**config.mk**
```make
export PLATFORM = sky130hd
export DESIGN_NAME = mmio_bus_fabric
export DESIGN_NICKNAME = d
export VERILOG_FILES = /design/src/rtl/mmio_bus_fabric.sv
export SDC_FILE = /design/constraint.sdc
export NUM_CORES = 1
export LEC_CHECK = 0
export CORE_MARGIN = 4
export CORE_UTILIZATION = 37
export DETAILED_ROUTE_END_ITERATION = 16
export PLACE_DENSITY = 0.81
export SLEW_MARGIN = 20
export SYNTH_ARGS = -nofsm -noshare
export SYNTH_HDL_FRONTEND = slang
export SYNTH_SLANG_ARGS = --single-unit
```
**constraint.sdc**
```tcl
create_clock -name clk -period 2.6 [get_ports clk]
set_clock_uncertainty 0.15 [all_clocks]
set_input_delay 0.26 -clock clk [delete_from_list [all_inputs] [get_ports clk]]
set_output_delay 0.26 -clock clk [all_outputs]
set_load 0.02 [all_outputs]
```
**src/rtl/mmio_bus_fabric.sv**
```systemverilog
// mmio_bus_fabric: decodes CPU memory-port requests onto NUM_SLOTS peripheral
// slots, waits for the selected slot's ready handshake while stalling the CPU,
// and reports timeouts and unmapped or malformed accesses as bus errors. Bus
// errors are counted in a saturating 8-bit counter.
module mmio_bus_fabric #(
   parameter int NUM_SLOTS = 8,
   parameter int ADDR_W = 16,
   parameter int DATA_W = 16,
   parameter int SEL_W = 4,
   parameter int TIMEOUT = 15,
   parameter logic [DATA_W-1:0] ERR_DATA = 16'hFFFF
) (
   input  logic                        clk,
   input  logic                        rst,
   input  logic                        cpu_read,
   input  logic                        cpu_write,
   input  logic [ADDR_W-1:0]           cpu_addr,
   input  logic [DATA_W-1:0]           cpu_wdata,
   output logic [DATA_W-1:0]           cpu_rdata,
   output logic                        cpu_stall,
   output logic                        bus_err,
   output logic [7:0]                  err_count,
   output logic [NUM_SLOTS-1:0]        slot_cs,
   output logic                        slot_read,
   output logic                        slot_write,
   output logic [ADDR_W-SEL_W-1:0]     slot_addr,
   output logic [DATA_W-1:0]           slot_wdata,
   input  logic [NUM_SLOTS*DATA_W-1:0] slot_rdata,
   input  logic [NUM_SLOTS-1:0]        slot_ready
);

   localparam int OFF_W = ADDR_W - SEL_W;
   localparam int CNT_W = $clog2(TIMEOUT + 1);
   localparam logic [CNT_W-1:0] TIMEOUT_C = CNT_W'(TIMEOUT);

   typedef enum logic [1:0] {
      IDLE   = 2'd0,
      ACCESS = 2'd1,
      DONE   = 2'd2
   } state_t;

   state_t               state_r;
   logic [DATA_W-1:0]    cpu_rdata_r;
   logic                 bus_err_r;
   logic [7:0]           err_count_r;
   logic [NUM_SLOTS-1:0] slot_cs_r;
   logic                 slot_read_r;
   logic                 slot_write_r;
   logic [OFF_W-1:0]     slot_addr_r;
   logic [DATA_W-1:0]    slot_wdata_r;
   logic [CNT_W-1:0]     wait_cnt_r;

   logic [SEL_W-1:0]     idx_s;
   logic                 req_s;
   logic                 req_err_s;
   logic [NUM_SLOTS-1:0] cs_dec_s;
   logic                 sel_ready_s;
   logic [DATA_W-1:0]    sel_rdata_s;

   // Error counter holds at its maximum instead of wrapping.
   function automatic logic [7:0] sat_inc(input logic [7:0] v);
      sat_inc = (v == 8'hFF) ? v : v + 8'd1;
   endfunction

   // Decode the incoming request and pick the response of the selected slot.
   always_comb begin
      idx_s       = cpu_addr[ADDR_W-1 -: SEL_W];
      req_s       = cpu_read | cpu_write;
      req_err_s   = (32'(idx_s) >= 32'(NUM_SLOTS)) | (cpu_read & cpu_write);
      cs_dec_s    = '0;
      sel_ready_s = 1'b0;
      sel_rdata_s = '0;
      for (int i = 0; i < NUM_SLOTS; i++) begin
         cs_dec_s[i] = (32'(idx_s) == 32'(i));
         // slot_cs_r is one-hot, so ready/data from other slots are masked off.
         sel_ready_s = sel_ready_s | (slot_ready[i] & slot_cs_r[i]);
         sel_rdata_s = sel_rdata_s
                     | (slot_rdata[i*DATA_W +: DATA_W] & {DATA_W{slot_cs_r[i]}});
      end
   end

   // Stall follows the request in IDLE, is forced in ACCESS and drops in DONE.
   always_comb begin
      case (state_r)
         IDLE:    cpu_stall = ~rst & req_s;
         ACCESS:  cpu_stall = ~rst;
         default: cpu_stall = 1'b0;
      endcase
   end

   // Access sequencer: latch and decode, wait for ready or timeout, one DONE cycle.
   always_ff @(posedge clk or posedge rst) begin
      if (rst) begin
         state_r      <= IDLE;
         cpu_rdata_r  <= '0;
         bus_err_r    <= 1'b0;
         err_count_r  <= 8'd0;
         slot_cs_r    <= '0;
         slot_read_r  <= 1'b0;
         slot_write_r <= 1'b0;
         slot_addr_r  <= '0;
         slot_wdata_r <= '0;
         wait_cnt_r   <= '0;
      end else begin
         case (state_r)
            IDLE: begin
               bus_err_r <= 1'b0;
               if (req_s) begin
                  slot_addr_r  <= cpu_addr[OFF_W-1:0];
                  slot_wdata_r <= cpu_wdata;
                  if (req_err_s) begin
                     // Unmapped or read+write together: no slot is touched.
                     if (cpu_read) begin
                        cpu_rdata_r <= ERR_DATA;
                     end
                     bus_err_r   <= 1'b1;
                     err_count_r <= sat_inc(err_count_r);
                     state_r     <= DONE;
                  end else begin
                     slot_cs_r    <= cs_dec_s;
                     slot_read_r  <= cpu_read;
                     slot_write_r <= cpu_write;
                     wait_cnt_r   <= CNT_W'(1);
                     state_r      <= ACCESS;
                  end
               end
            end
            ACCESS: begin
               if (sel_ready_s) begin
                  // Ready on the final allowed cycle still counts as success.
                  if (slot_read_r) begin
                     cpu_rdata_r <= sel_rdata_s;
                  end
                  slot_cs_r    <= '0;
                  slot_read_r  <= 1'b0;
                  slot_write_r <= 1'b0;
                  wait_cnt_r   <= '0;
                  state_r      <= DONE;
               end else if (wait_cnt_r == TIMEOUT_C) begin
                  if (slot_read_r) begin
                     cpu_rdata_r <= ERR_DATA;
                  end
                  bus_err_r    <= 1'b1;
                  err_count_r  <= sat_inc(err_count_r);
                  slot_cs_r    <= '0;
                  slot_read_r  <= 1'b0;
                  slot_write_r <= 1'b0;
                  wait_cnt_r   <= '0;
                  state_r      <= DONE;
               end else begin
                  wait_cnt_r <= wait_cnt_r + CNT_W'(1);
               end
            end
            DONE: begin
               // Request still held here is ignored; CPU drops it now.
               bus_err_r <= 1'b0;
               state_r   <= IDLE;
            end
            default: begin
               bus_err_r    <= 1'b0;
               slot_cs_r    <= '0;
               slot_read_r  <= 1'b0;
               slot_write_r <= 1'b0;
               wait_cnt_r   <= '0;
               state_r      <= IDLE;
            end
         endcase
      end
   end

   assign cpu_rdata  = cpu_rdata_r;
   assign bus_err    = bus_err_r;
   assign err_count  = err_count_r;
   assign slot_cs    = slot_cs_r;
   assign slot_read  = slot_read_r;
   assign slot_write = slot_write_r;
   assign slot_addr  = slot_addr_r;
   assign slot_wdata = slot_wdata_r;

endmodule

```
==> run metrics <==
GP Congestion 0.8532; Worst-Skew Late Latency 340 ps; VDD IR max 0.7012 mV; first-pass GRT wire length roughly 22000 um; # setup viols final 0; MaxCap Viol Count 0; Leakage 2.482 nW; Main synth FF type dfrtp_1; DIE WIDTH roughly 110 um; Post-CTS Setup Bufs 0; port bufs 235; CP endpoint kind flip-flop; Worst-Margin Slew 473.4 ps; IO Pins approximately 240; DR iter-0 viols 208; Layout Area Growth over Synthesis 72.37%; clock slew at reported path FFs 80 ps; Synth Instances 314; largest net degree at the start of global routing 50; via count between 3000 and 4000; Yosys top cell by area dfrtp_1; largest cells by area after synthesis dfrtp_1 46%, mux2_2 10%, a22oi_1 6.4%; vias in the first global route 4047; crit-path cells nand2b_1 > a41oi_2 > buf_4 > nand4_1 > mux2_4; fin. max-slew vios 0; Async SR Flop Fraction 1.000; Die Ht roughly 110 um; DRC Markers 0; final wirelength 14880 um; delay-heaviest family, CP flip-flops; CP Class reg2reg; CP max stage delay 510 ps; Core ar. ~0.0098 mm^2; CTS root buf clkbuf_8; clk sinks 69; Crit path buffers/inverters 1; status complete, no violations; CP max-delay cell dfrtp_1; Hold Crit Class in2async; post-route minimum period 2198 ps; Synth warnings 0; Max H-tree Level 3; number of hold violations in the final report 0; Post-CTS Resized 0; Mapped Area 0.003759 mm^2; layout cells sized above 1 0.1586; Highest Clock Rate 455.1 MHz; Setup TNS 0 ps; Initial DRT Pass Iterations 5; initial antenna violation count 0; clk buf depth 2; EDFF count, synth 0; fin crit share 0.8452; share of the synthesized area in the top cell type 0.4594; routed len/inst 21.63 um; CP max FO 14; drt via density 5.481; WP data arrival 2270 ps; Req. time, crit path 2670 ps; HPWL after detailed placement 11520 um; Starting Density 0.3828; power per cell area 889.9 mW/mm^2; Power, Total approximately 5.8 mW; GRT Util Overall 0.2434; # diodes 0; antenna viol nets, final 0; TritonCTS buffer count 9; CTS tree yes; RSZ-0062 raised after global routing no; sequential share of the synthesized area 0.4594; Yosys reg bits 69; Mapped Nets between 400 and 500; die area between 0.01 and 0.015 mm^2; GRT overflow 0; slew margin rel. 0.6840; Nets approximately 720; post-synth cell types 42; CP Launch Type flip-flop; hold bufs inserted after CTS 0; # rows 36; synthesized area per cell 11.97 um^2
-- cells in the mapped netlist (all sizes together) (2+ instances only) --
| library cell | number |
|---|---|
| inv | 3 |
| nor3b | 2 |
| o22ai | 2 |
| a221oi | 16 |
| nand2 | 15 |
| a22o | 17 |
| buf | 15 |
| o41ai | 7 |
| nand4 | 21 |
| xnor2 | 7 |
| dfrtp | 69 |
| clkbuf | 9 |
| and3 | 3 |
| or2 | 2 |
| o21ai | 4 |
| ha | 2 |
| or3 | 3 |
| a21oi | 4 |
| nand3 | 3 |
| nand2b | 3 |
| a22oi | 36 |
| nor3 | 7 |
| nor2 | 9 |
| mux2 | 45 |
| o31ai | 2 |
-- layout make-up --
class / instances / area [um^2]
repair buffers: 249 / 2482
inverters: 3 / 11.26
multi-input cells: 218 / 1861
flip-flops and latches: 69 / 1727
clock inverters: 6 / 93.84
fillers: 773 / 3341
clock buffers: 10 / 137.6
well taps: 133 / 166.4
-- final timing paths --
check / startpoint / to / slack, ps / cells past startpoint
setup / recovery: state_r[1] / cpu_rdata[7] / 400 / 5
hold / removal: rst / wait_cnt_r[2] / 140 / 2
setup reg to reg: state_r[1] / cpu_rdata[7] / 400 / 5
hold reg to reg: err_count[5] / err_count[5] / 350 / 1
max in group asynchronous: rst / cpu_rdata[7] / 1530 / 3
min in group clk: err_count[5] / err_count[5] / 350 / 1
-- power by group --
part / switching (mW) / leakage, nW / internal (mW)
clock network: 0.439 / 0.113 / 0.573
logic: 1.43 / 1.57 / 1.55
registers: 0.296 / 0.801 / 1.48
total: 2.17 / 2.48 / 3.60
-- cell usage in the layout, fill, tap and decap left out, types with 2 or more instances in the layout --
cell type and instances:
a21oi_1 4, a221oi_1 16, a22o_1 17, a22oi_1 32, a22oi_4 4, and3_1 3, buf_12 2, buf_4 12
bufinv_16 2, clkbuf_8 10, clkdlybuf4s50_1 235, clkinv_4 2, dfrtp_1 69, ha_1 2, inv_1 2, mux2_2 35
mux2_4 10, nand2_1 15, nand2b_1 2, nand3_1 3, nand4_1 20, nor2_1 9, nor3_1 5, nor3b_1 2
o21ai_0 4, o22ai_1 2, o31ai_1 2, o41ai_1 7, or2_2 2, or3_1 3, xnor2_1 7
-- per-layer routing --
metal	wire length [um]	GRT usage
met4	368	0.08927
met2	7691	0.4387
met1	5475	0.2757
met3	1342	0.06394
met5	0	0
-- kinds of logic after synthesis --
| family | synth area share |
|---|---|
| mux | 0.1448 |
| buf+inv | 0.04560 |
| flops | 0.4594 |
| compound gates | 0.2164 |
| fa+ha+maj | 0.006657 |
| simple gates | 0.1085 |
| xor+xnor | 0.01864 |
-- metrics by stage --
step                      hold WS, ps  worst slack (ps)  utilization  cells  cell area (um^2)
after floorplan                 206.1             396.3            -    314              3759
final                           136.8             402.5       0.6598    688              6479
after CTS                       139.3             398.5       0.6598    688              6479
after global placement          337.0             238.6       0.6362    672              6247
after detailed placement        333.6             192.8       0.6362    672              6247
after global routing            183.1             267.1       0.6598    688              6479
-- sequential cells by signal (all words and copies together) (netlist names) --
register    flops
slot_read       1
bus_err         1
slot_write      1
slot_wdata     16
wait_cnt_r      4
err_count       8
cpu_rdata      16
state_r         2
slot_cs         8
slot_addr      12
Note: power is estimated with default switching activity, not from simulation.
